--- config.mk ---
export PLATFORM = sky130hd
export DESIGN_NAME = qspi_driver_flat
export DESIGN_NICKNAME = d
export VERILOG_FILES = /design/src/rtl/qspi_driver_if.sv /design/src/rtl/qspi_driver.sv /design/src/flat_wrapper.sv
export SDC_FILE = /design/constraint.sdc
export NUM_CORES = 1
export LEC_CHECK = 0
export CAP_MARGIN = 40
export CORE_MARGIN = 8
export CORE_UTILIZATION = 36
export CTS_CLUSTER_DIAMETER = 80
export DETAILED_ROUTE_END_ITERATION = 16
export DONT_BUFFER_PORTS = 1
export PLACE_DENSITY_LB_ADDON = 0.12
export SLEW_MARGIN = 20
export SYNTH_ARGS = -nofsm -noshare
export SYNTH_HDL_FRONTEND = slang
export SYNTH_SLANG_ARGS = --single-unit
--- constraint.sdc ---
create_clock -name clk_25M -period 4.61 [get_ports clk_25M]
set_clock_uncertainty 0.05 [all_clocks]
set_input_delay 1.1525 -clock clk_25M [delete_from_list [all_inputs] [get_ports clk_25M]]
set_output_delay 1.1525 -clock clk_25M [all_outputs]
set_load 0.005 [all_outputs]
--- src/rtl/qspi_driver_if.sv ---
// Command/response and QSPI pin bundle for qspi_driver.
// The driver takes the slave modport; the command issuer uses master.
interface qspi_driver_if;
  logic [4:0]  I_cmd_type;
  logic [7:0]  I_flash_cmd;
  logic [23:0] I_flash_addr;
  logic [15:0] I_status_reg;
  logic [7:0]  I_test_vec;
  logic        O_done_sig;
  logic [7:0]  O_read_data;
  logic        O_qspi_clk;
  logic        O_qspi_cs;
  logic [3:0]  O_qspi_io;
  logic [3:0]  O_qspi_io_oe;
  logic [3:0]  I_qspi_io;

  modport slave (
    input  I_cmd_type, I_flash_cmd, I_flash_addr, I_status_reg, I_test_vec, I_qspi_io,
    output O_done_sig, O_read_data, O_qspi_clk, O_qspi_cs, O_qspi_io, O_qspi_io_oe
  );

  modport master (
    output I_cmd_type, I_flash_cmd, I_flash_addr, I_status_reg, I_test_vec, I_qspi_io,
    input  O_done_sig, O_read_data, O_qspi_clk, O_qspi_cs, O_qspi_io, O_qspi_io_oe
  );
endinterface

--- src/rtl/qspi_driver.sv ---
// QSPI flash command sequencer: mode-0 serial clock at clk_25M/2, single-line
// opcode/address/data frames, single-byte reads on IO1 and a quad program nibble phase.
module qspi_driver (
  input  logic         clk_25M,
  input  logic         I_rst_n,
  qspi_driver_if.slave bus
);

  typedef enum logic [1:0] {IDLE, SHIFT, DONE, GAP} state_t;

  localparam logic [3:0] IO_IDLE   = 4'b1100;
  localparam logic [3:0] OE_SINGLE = 4'b1101;
  localparam logic [3:0] OE_QUAD   = 4'b1111;

  // Frame length in serial bits; zero marks an unsupported operation code.
  function automatic logic [5:0] frame_len(input logic [3:0] code);
    case (code)
      4'd1:    frame_len = 6'd8;
      4'd3:    frame_len = 6'd16;
      4'd5:    frame_len = 6'd40;
      4'd6:    frame_len = 6'd24;
      4'd8:    frame_len = 6'd34;
      default: frame_len = 6'd0;
    endcase
  endfunction

  state_t      state_reg;
  logic [3:0]  code_reg;
  logic [7:0]  cmd_reg;
  logic [23:0] addr_reg;
  logic [15:0] status_word_reg;
  logic [7:0]  vec_reg;
  logic [5:0]  bit_cnt_reg;
  logic        phase_b_reg;
  logic [7:0]  rx_reg;

  logic        done_reg;
  logic [7:0]  read_data_reg;
  logic        sclk_reg;
  logic        cs_reg;
  logic [3:0]  io_reg;
  logic [3:0]  oe_reg;

  logic [5:0]  len;
  logic        last_bit;
  logic        is_read;
  logic [5:0]  next_idx;
  logic [5:0]  ser_pos;
  logic        ser_bit;
  logic        quad_next;
  logic [3:0]  quad_nibble;
  logic [39:0] frame_bits;
  logic [7:0]  rx_next;
  logic [3:0]  lane_next;
  logic [3:0]  oe_next;

  assign len       = frame_len(code_reg);
  assign last_bit  = (bit_cnt_reg == len - 6'd1);
  assign next_idx  = bit_cnt_reg + 6'd1;
  assign is_read   = ((code_reg == 4'd3) || (code_reg == 4'd5)) && (bit_cnt_reg >= len - 6'd8);
  assign rx_next   = is_read ? {rx_reg[6:0], bus.I_qspi_io[1]} : rx_reg;

  // Everything a frame shifts out on IO0, MSB first; read phases shift zeros.
  always_comb begin
    frame_bits = {cmd_reg, 32'h0};
    case (code_reg)
      4'd5, 4'd8: frame_bits = {cmd_reg, addr_reg, 8'h00};
      4'd6:       frame_bits = {cmd_reg, status_word_reg, 16'h0000};
      default:    frame_bits = {cmd_reg, 32'h0};
    endcase
  end

  assign ser_pos     = 6'd39 - next_idx;
  assign ser_bit     = (next_idx < 6'd40) ? frame_bits[ser_pos] : 1'b0;
  assign quad_next   = (code_reg == 4'd8) && (next_idx >= 6'd32);
  assign quad_nibble = (next_idx == 6'd32) ? vec_reg[7:4] : vec_reg[3:0];
  assign oe_next     = quad_next ? OE_QUAD : OE_SINGLE;

  // Lane 0 carries serial data, lanes 2/3 hold WP#/HOLD# high, lane 1 is the input.
  generate
    for (genvar gi = 0; gi < 4; gi++) begin : g_lane
      if (gi == 0) begin : g_data
        assign lane_next[gi] = quad_next ? quad_nibble[gi] : ser_bit;
      end else begin : g_fixed
        assign lane_next[gi] = quad_next ? quad_nibble[gi] : IO_IDLE[gi];
      end
    end
  endgenerate

  always_ff @(posedge clk_25M or negedge I_rst_n) begin
    if (!I_rst_n) begin
      state_reg       <= IDLE;
      code_reg        <= 4'h0;
      cmd_reg         <= 8'h00;
      addr_reg        <= 24'h000000;
      status_word_reg <= 16'h0000;
      vec_reg         <= 8'h00;
      bit_cnt_reg     <= 6'd0;
      phase_b_reg     <= 1'b0;
      rx_reg          <= 8'h00;
      done_reg        <= 1'b0;
      read_data_reg   <= 8'h00;
      sclk_reg        <= 1'b0;
      cs_reg          <= 1'b1;
      io_reg          <= IO_IDLE;
      oe_reg          <= OE_SINGLE;
    end else begin
      case (state_reg)
        IDLE: begin
          done_reg <= 1'b0;
          if (bus.I_cmd_type[4]) begin
            code_reg        <= bus.I_cmd_type[3:0];
            cmd_reg         <= bus.I_flash_cmd;
            addr_reg        <= bus.I_flash_addr;
            status_word_reg <= bus.I_status_reg;
            vec_reg         <= bus.I_test_vec;
            bit_cnt_reg     <= 6'd0;
            phase_b_reg     <= 1'b0;
            rx_reg          <= 8'h00;
            if (frame_len(bus.I_cmd_type[3:0]) != 6'd0) begin
              // Every supported frame opens with the opcode MSB in phase A.
              state_reg <= SHIFT;
              cs_reg    <= 1'b0;
              io_reg    <= {IO_IDLE[3:1], bus.I_flash_cmd[7]};
              oe_reg    <= OE_SINGLE;
            end else begin
              state_reg <= DONE;
              done_reg  <= 1'b1;
            end
          end
        end

        SHIFT: begin
          if (!phase_b_reg) begin
            sclk_reg    <= 1'b1;
            phase_b_reg <= 1'b1;
          end else begin
            sclk_reg    <= 1'b0;
            phase_b_reg <= 1'b0;
            rx_reg      <= rx_next;
            if (last_bit) begin
              state_reg <= DONE;
              done_reg  <= 1'b1;
              cs_reg    <= 1'b1;
              io_reg    <= IO_IDLE;
              oe_reg    <= OE_SINGLE;
              if ((code_reg == 4'd3) || (code_reg == 4'd5))
                read_data_reg <= rx_next;
            end else begin
              bit_cnt_reg <= next_idx;
              io_reg      <= lane_next;
              oe_reg      <= oe_next;
            end
          end
        end

        DONE: begin
          done_reg  <= 1'b0;
          state_reg <= GAP;
        end

        GAP: begin
          state_reg <= IDLE;
        end

        default: begin
          state_reg <= IDLE;
        end
      endcase
    end
  end

  assign bus.O_done_sig   = done_reg;
  assign bus.O_read_data  = read_data_reg;
  assign bus.O_qspi_clk   = sclk_reg;
  assign bus.O_qspi_cs    = cs_reg;
  assign bus.O_qspi_io    = io_reg;
  assign bus.O_qspi_io_oe = oe_reg;

endmodule

--- src/flat_wrapper.sv ---
// flat-port wrapper written by rule: the top's interface ports become plain ports
module qspi_driver_flat 
  (clk_25M, I_rst_n, bus_I_cmd_type, bus_I_flash_cmd, bus_I_flash_addr, bus_I_status_reg, bus_I_test_vec, bus_I_qspi_io, bus_O_done_sig, bus_O_read_data, bus_O_qspi_clk, bus_O_qspi_cs, bus_O_qspi_io, bus_O_qspi_io_oe);
  qspi_driver_if bus_i ();
  input  logic clk_25M;
  input  logic I_rst_n;
  input wire logic [$bits(bus_i.I_cmd_type)-1:0] bus_I_cmd_type;
  input wire logic [$bits(bus_i.I_flash_cmd)-1:0] bus_I_flash_cmd;
  input wire logic [$bits(bus_i.I_flash_addr)-1:0] bus_I_flash_addr;
  input wire logic [$bits(bus_i.I_status_reg)-1:0] bus_I_status_reg;
  input wire logic [$bits(bus_i.I_test_vec)-1:0] bus_I_test_vec;
  input wire logic [$bits(bus_i.I_qspi_io)-1:0] bus_I_qspi_io;
  output wire logic [$bits(bus_i.O_done_sig)-1:0] bus_O_done_sig;
  output wire logic [$bits(bus_i.O_read_data)-1:0] bus_O_read_data;
  output wire logic [$bits(bus_i.O_qspi_clk)-1:0] bus_O_qspi_clk;
  output wire logic [$bits(bus_i.O_qspi_cs)-1:0] bus_O_qspi_cs;
  output wire logic [$bits(bus_i.O_qspi_io)-1:0] bus_O_qspi_io;
  output wire logic [$bits(bus_i.O_qspi_io_oe)-1:0] bus_O_qspi_io_oe;
  assign bus_i.I_cmd_type = bus_I_cmd_type;
  assign bus_i.I_flash_cmd = bus_I_flash_cmd;
  assign bus_i.I_flash_addr = bus_I_flash_addr;
  assign bus_i.I_status_reg = bus_I_status_reg;
  assign bus_i.I_test_vec = bus_I_test_vec;
  assign bus_i.I_qspi_io = bus_I_qspi_io;
  assign bus_O_done_sig = bus_i.O_done_sig;
  assign bus_O_read_data = bus_i.O_read_data;
  assign bus_O_qspi_clk = bus_i.O_qspi_clk;
  assign bus_O_qspi_cs = bus_i.O_qspi_cs;
  assign bus_O_qspi_io = bus_i.O_qspi_io;
  assign bus_O_qspi_io_oe = bus_i.O_qspi_io_oe;
  qspi_driver u_core (.clk_25M(clk_25M), .I_rst_n(I_rst_n), .bus(bus_i));
endmodule
==> impl_metrics.yaml, run 1 <==
yosys:
  ys_async_sr_fraction: 1.00
  synthesis.area_mm2: 0.00488
  yosys_warnings: 0
  synth_edf_count: 0
  synth-seq-cells: 93
  synthCells: 414
  synth.area.top_cells: "dfrtp_1, mux2_2, mux2i_1, ha_1, mux4_2"
  yosys_most_used_dff: "dfrtp_1"
  synth_top_area_cell: "dfrtp_1"
  synthDistinctLibCells: 66
  syn_area_per_cell_um2: 11.8
  ys_seq_area_frac: 0.478
  netlist.area_leader.share: 0.462
die:
  io_pins: 86
  design.core.area_mm2: 0.0132
  placement_rows: 42
  fp.dieW_um: 132
  initial_utilization: 0.368
  fp.dieArea_mm2: 0.0175
  dieHeight_um: 132
drt:
  vias_per_cell: 5.23
  drc: 0
  ant_nets: 0
  first_pass_iters: 4
  drt-wirelength-per-cell_um: 18.0
  routed_wl_mm: 10.6
  drtIter0Drc: 140
  vias: 3075
worst_setup_path:
  rr_worst_depth: 9
  critPathCapture: "u_core.bus.O_read_data[3]"
  crit_start: "u_core.code_reg[1]"
  r2r-start: "u_core.code_reg[1]"
  path_class: "register to register"
  required_ps: 4780
  crit_path_max_fanout: 16
  endpoint_kind: "register"
  start_kind: "register"
  rrSetupSlack_ps: 1550
  timing.rr.end: "u_core.bus.O_read_data[3]"
  worst-endpoint-arrival_ps: 3230
power_and_ir_drop:
  pwr-share-comb: 0.003
  sw_frac_of_total: 0.195
  p_leak_nw: 2.56
  switchingPower_mw: 0.303
  vdd_drop_max_mv: 0.290
  clkPwrFrac: 0.472
  power_frac_seq: 0.525
  power_density_mw_per_mm2: 294
  fin_total_pwr_mw: 1.55
  p_int_mw: 1.25
cts:
  post_cts_buffers: 0
  clock_sinks: 93
  cts_buffers: 9
  clkLatencyLatePin_ps: 340
  cts_hold_buf: 0
  cts_tree: "built"
  clk_pin_slew_ps: 60
  clockRootBuffer: "clkbuf_16"
  clk_path_buf_depth: 2
  post_cts_resized: 0
  h-tree-depth: 3
status:
  status: "complete, no violations"
timing:
  finalSetupViolations: 0
  slew_headroom: 0.576
  tightestPinTransition_ps: 634
  fin_setup_tns_ps: 0
  period_share: 0.663
  rsz0062_at_grt: "no"
  hold_viol_final: 0
  period_minus_slack_ps: 3060
  clock.fmax_mhz: 327
  maxSlewViolCount: 0
cells_and_area:
  largest_reg_flops: 24
  synthToLayoutAreaGrowth_pct: 8.56
  layout_common_cells: "dfrtp_1, mux2_2, nand2_1"
  layout_commonest_cell: "dfrtp_1"
  drive_gt1_frac: 0.243
  design_area_mm2: 0.00530
  final_nets: 485
place:
  globalplace.congestion: 0.715
  dpl.hpwl_mm: 7.60
  postPlaceCellArea_mm2: 0.00500
  io_buffers: 0
grt:
  grtUsageTotal: 0.126
  antenna_found_initial: 1
  grt_pass1_vias: 3301
  grt-ovfl-total: 0
  grt_max_degree: 94
  grt_pass1_wl_mm: 17.3
hold_path:
  hold_class: "input port to asynchronous set/reset pin"
run:
  cap_violations: 0
[how the worst min path moves through the flow]
stage / from / end / slack [ps] / cells past startpoint
detailed placement: u_core.status_word_reg[7] / u_core.status_word_reg[7] / 440 / 1
global route: I_rst_n / u_core.bus.O_read_data[0] / 420 / 0
global placement: u_core.addr_reg[21] / u_core.addr_reg[21] / 430 / 1
finish: I_rst_n / u_core.bit_cnt_reg[4] / 450 / 0
floorplan: u_core.bus.O_qspi_io_oe[1] / u_core.bus.O_qspi_io_oe[1] / 420 / 2
CTS: I_rst_n / u_core.rx_reg[3] / 430 / 0
[cell families after synthesis]
logic type	count (synthesis)	share of synthesized area
compound gates	77	0.114
xor+xnor	11	0.0197
fa+ha+maj	12	0.0308
buf+inv	40	0.0400
flops	93	0.478
mux	88	0.210
other cells	1	0.000768
simple gates	92	0.107
[layout make-up]
cell class | instances | area, µm²
well taps | 176 | 220
inverters | 15 | 56.3
repair buffers | 4 | 30.0
multi-input cells | 283 | 2360
fillers | 1350 | 7950
flip-flops and latches | 93 | 2330
diodes | 1 | 2.50
clock inverters | 4 | 47.5
clock buffers | 12 | 246
[layer usage]
layer | vias up | share of wire | track usage
li1 | 1491 | - | -
met1 | 1510 | 0.42 | 0.136
met2 | 61 | 0.49 | 0.206
met3 | 11 | 0.076 | 0.0670
met4 | 2 | 0.016 | 0.0416
met5 | - | 0.0012 | 0
[power groups by stage]
stage	combinational, mW	clock, mW	sequential, mW
2_1_floorplan	0.00602	0	0.831
3_3_place_gp	0.00457	0	0.831
3_5_place_dp	0.00462	0	0.831
4_1_cts	0.00466	0.770	0.816
5_1_grt	0.00532	0.793	0.816
6_report	0.00476	0.734	0.816
[worst max-delay path: stages (launching register included)]
cell and delay [ps]:
dfrtp_1 490, nor4b_4 500, inv_1 140, ha_1 310, xor2_1 150, nand4b_1 180
a211oi_4 450, nand4_2 400, nand2_1 180, o21ai_1 80
[stage by stage]
step,instances,setup WS [ps],utilization,hold slack (ps)
6_report,588,1550,0.400,447
5_1_grt,587,1250,0.400,420
4_1_cts,587,1510,0.400,428
3_5_place_dp,571,1540,0.378,439
3_3_place_gp,571,1580,0.378,433
2_1_floorplan,416,1940,-,419
[synth_stat cells, drive strengths merged (4+ instances only)]
cell and n:
mux4 5, xnor2 6, mux2 66, a22oi 5
nor2 14, nand2b 9, o21ai 18, xor2 5
nand2 27, nand3b 4, nand3 9, inv 15
mux2i 17, a22o 11, buf 14, dfrtp 90
clkbuf 11, ha 12, a21oi 12, nand4 5
No activity file was read; power rests on OpenSTA's default activity.
==> run 2, diff against run 1 <==
==> constraint.sdc (replaced) <==
create_clock -name clk_25M -period 2.51 [get_ports clk_25M]
set_clock_uncertainty 0.05 [all_clocks]
set_input_delay 0.6275 -clock clk_25M [delete_from_list [all_inputs] [get_ports clk_25M]]
set_output_delay 0.6275 -clock clk_25M [all_outputs]
set_load 0.005 [all_outputs]
==> impl_metrics.yaml, run 2 (synthesis gave the netlist of run 1 again) <==
status:
  status: "finished with violations"
  violations: "hold timing, setup timing"
cts:
  clock_sinks: 93
  clkLatencyLatePin_ps: 340
  h-tree-depth: 3
  cts_tree: "built"
  clk_pin_slew_ps: 60
  clk_path_buf_depth: 2
  cts_buffers: 9
  clockRootBuffer: "clkbuf_16"
drt:
  ant_nets: 0
  vias_per_cell: 5.19
  drc: 0
  first_pass_iters: 7
  wl_met3_um: 777
  wl_met2_mm: 5.55
  wl_met1_mm: 4.71
  routed_wl_mm: 11.2
  dr.max_layer_used: "met4"
  vias: 3249
  drtIter0Drc: 147
  drt-wirelength-per-cell_um: 17.9
power_and_ir_drop:
  clkPwrFrac: 0.483
  p_leak_nw: 2.77
  pwr-share-comb: 0.003
  p_int_mw: 2.35
  fin_total_pwr_mw: 2.92
  sw_frac_of_total: 0.194
  switchingPower_mw: 0.567
  power_frac_seq: 0.514
  vdd_drop_max_mv: 0.423
  power_density_mw_per_mm2: 503
timing:
  maxSlewViolCount: 0
  hold_slack_ps: -73.7
  period_share: 1.02
  fin_setup_tns_ps: -179
  period_minus_slack_ps: 2550
  clock.fmax_mhz: 392
  rsz0062_at_grt: "yes"
  hold_viol_final: 90
  finalSetupViolations: 8
  setup_slack_ps: -43.2
cells_and_area:
  register_area_mm2: 0.00233
  layout_commonest_cell: "dfrtp_1"
  synthToLayoutAreaGrowth_pct: 18.9
  drive_gt1_frac: 0.379
  layout_common_cells: "dfrtp_1, mux2_2, buf_4"
  n_fill_cell: 1304
  final_nets: 523
  multi_input_area_mm2: 0.00254
  final_cells: 626
  largest_reg_flops: 24
grt:
  grt_pass1_vias: 3477
  grt_pass1_wl_mm: 18.4
  grt_max_degree: 94
  grtUsageTotal: 0.131
  grt-ovfl-total: 0
  antenna_found_initial: 0
place:
  io_buffers: 0
  place_ws_ps: -224
  dp_cells: 603
  globalplace.congestion: 0.766
  dpl.hpwl_mm: 7.96
worst_setup_path:
  crit_path_max_fanout: 6
  endpoint_kind: "register"
  worst-endpoint-arrival_ps: 2730
  start_kind: "register"
  rr_worst_depth: 10
  required_ps: 2690
  path_class: "register to register"
die:
  placement_rows: 42
  design.core.area_mm2: 0.0132
  initial_utilization: 0.368
  fp.dieW_um: 132
  dieHeight_um: 132
  io_pins: 86
  fp.dieArea_mm2: 0.0175
hold_path:
  hold_class: "input port to asynchronous set/reset pin"
run:
  cap_violations: 0
## run 2: cell count changes in the layout (fill, tap and decap cells not counted), moves of 3 or more
cell,previous run,this run
dfrtp_1,90,87
a21oi_2,0,5
buf_6,0,5
dfrtp_2,0,3
o21ai_1,12,7
a21oi_1,12,7
buf_4,4,35
o21ai_2,0,4
## run 2: area by class of cell
type	count	area share
multi-input cells	284	0.437
diodes	1	0.000431
inverters	15	0.00970
repair buffers	41	0.0584
well taps	176	0.0379
clock buffers	12	0.0459
clock inverters	4	0.00776
flip-flops and latches	93	0.402
## run 2: repair_timing
action                                  CTS  global route
hold endpoints to repair                 90            90
endpoints found under the setup margin   31            30
pin swaps                                10            20
cloned                                    1             1
resized for setup                        21            20
setup buffers                             4             3
## run 2: worst max-delay path, cell delays in order, from the launching register on
cell	delay, ps
dfrtp_2	460
nor4b_4	400
inv_2	100
ha_4	270
xor2_1	150
nand4b_1	160
a211oi_4	280
buf_6	190
a21boi_4	90
a21oi_2	180
o2bb2ai_1	100
## run 2: through the flow
stage	cell area, µm²	utilization	hold WS [ps]
after floorplan	4910	-	282
after global placement	5270	0.398	285
after detailed placement	5270	0.398	285
after CTS	5690	0.430	-91.9
after global routing	5800	0.438	-97.7
final	5800	0.438	-73.7
## run 2: routing by layer
layer,vias to the layer above,GRT usage
met1,1603,0.147
met2,63,0.219
met3,11,0.0564
li1,1572,-
met4,0,0.0473
met5,-,0
## run 2: path summary, 6_finish.rpt
check | start | end | slack (ps)
hold reg to reg | u_core.addr_reg[19] | u_core.addr_reg[19] | 450
setup / recovery | u_core.code_reg[0] | u_core.state_reg[0] | -40
max in group asynchronous | I_rst_n | u_core.bus.O_qspi_io[3] | 2210
hold / removal | I_rst_n | u_core.bus.O_read_data[0] | -70
min in group clk_25M | bus_I_flash_addr[17] | u_core.addr_reg[17] | 380
setup reg to reg | u_core.code_reg[0] | u_core.state_reg[0] | -40
## run 2: power by group through the flow
stage | registers [mW] | clock network [mW] | logic (mW)
after CTS | 1.50 | 1.47 | 0.00877
after floorplan | 1.53 | 0 | 0.0111
after global placement | 1.53 | 0 | 0.00851
final | 1.50 | 1.41 | 0.00907
after detailed placement | 1.53 | 0 | 0.00862
after global routing | 1.50 | 1.53 | 0.0102
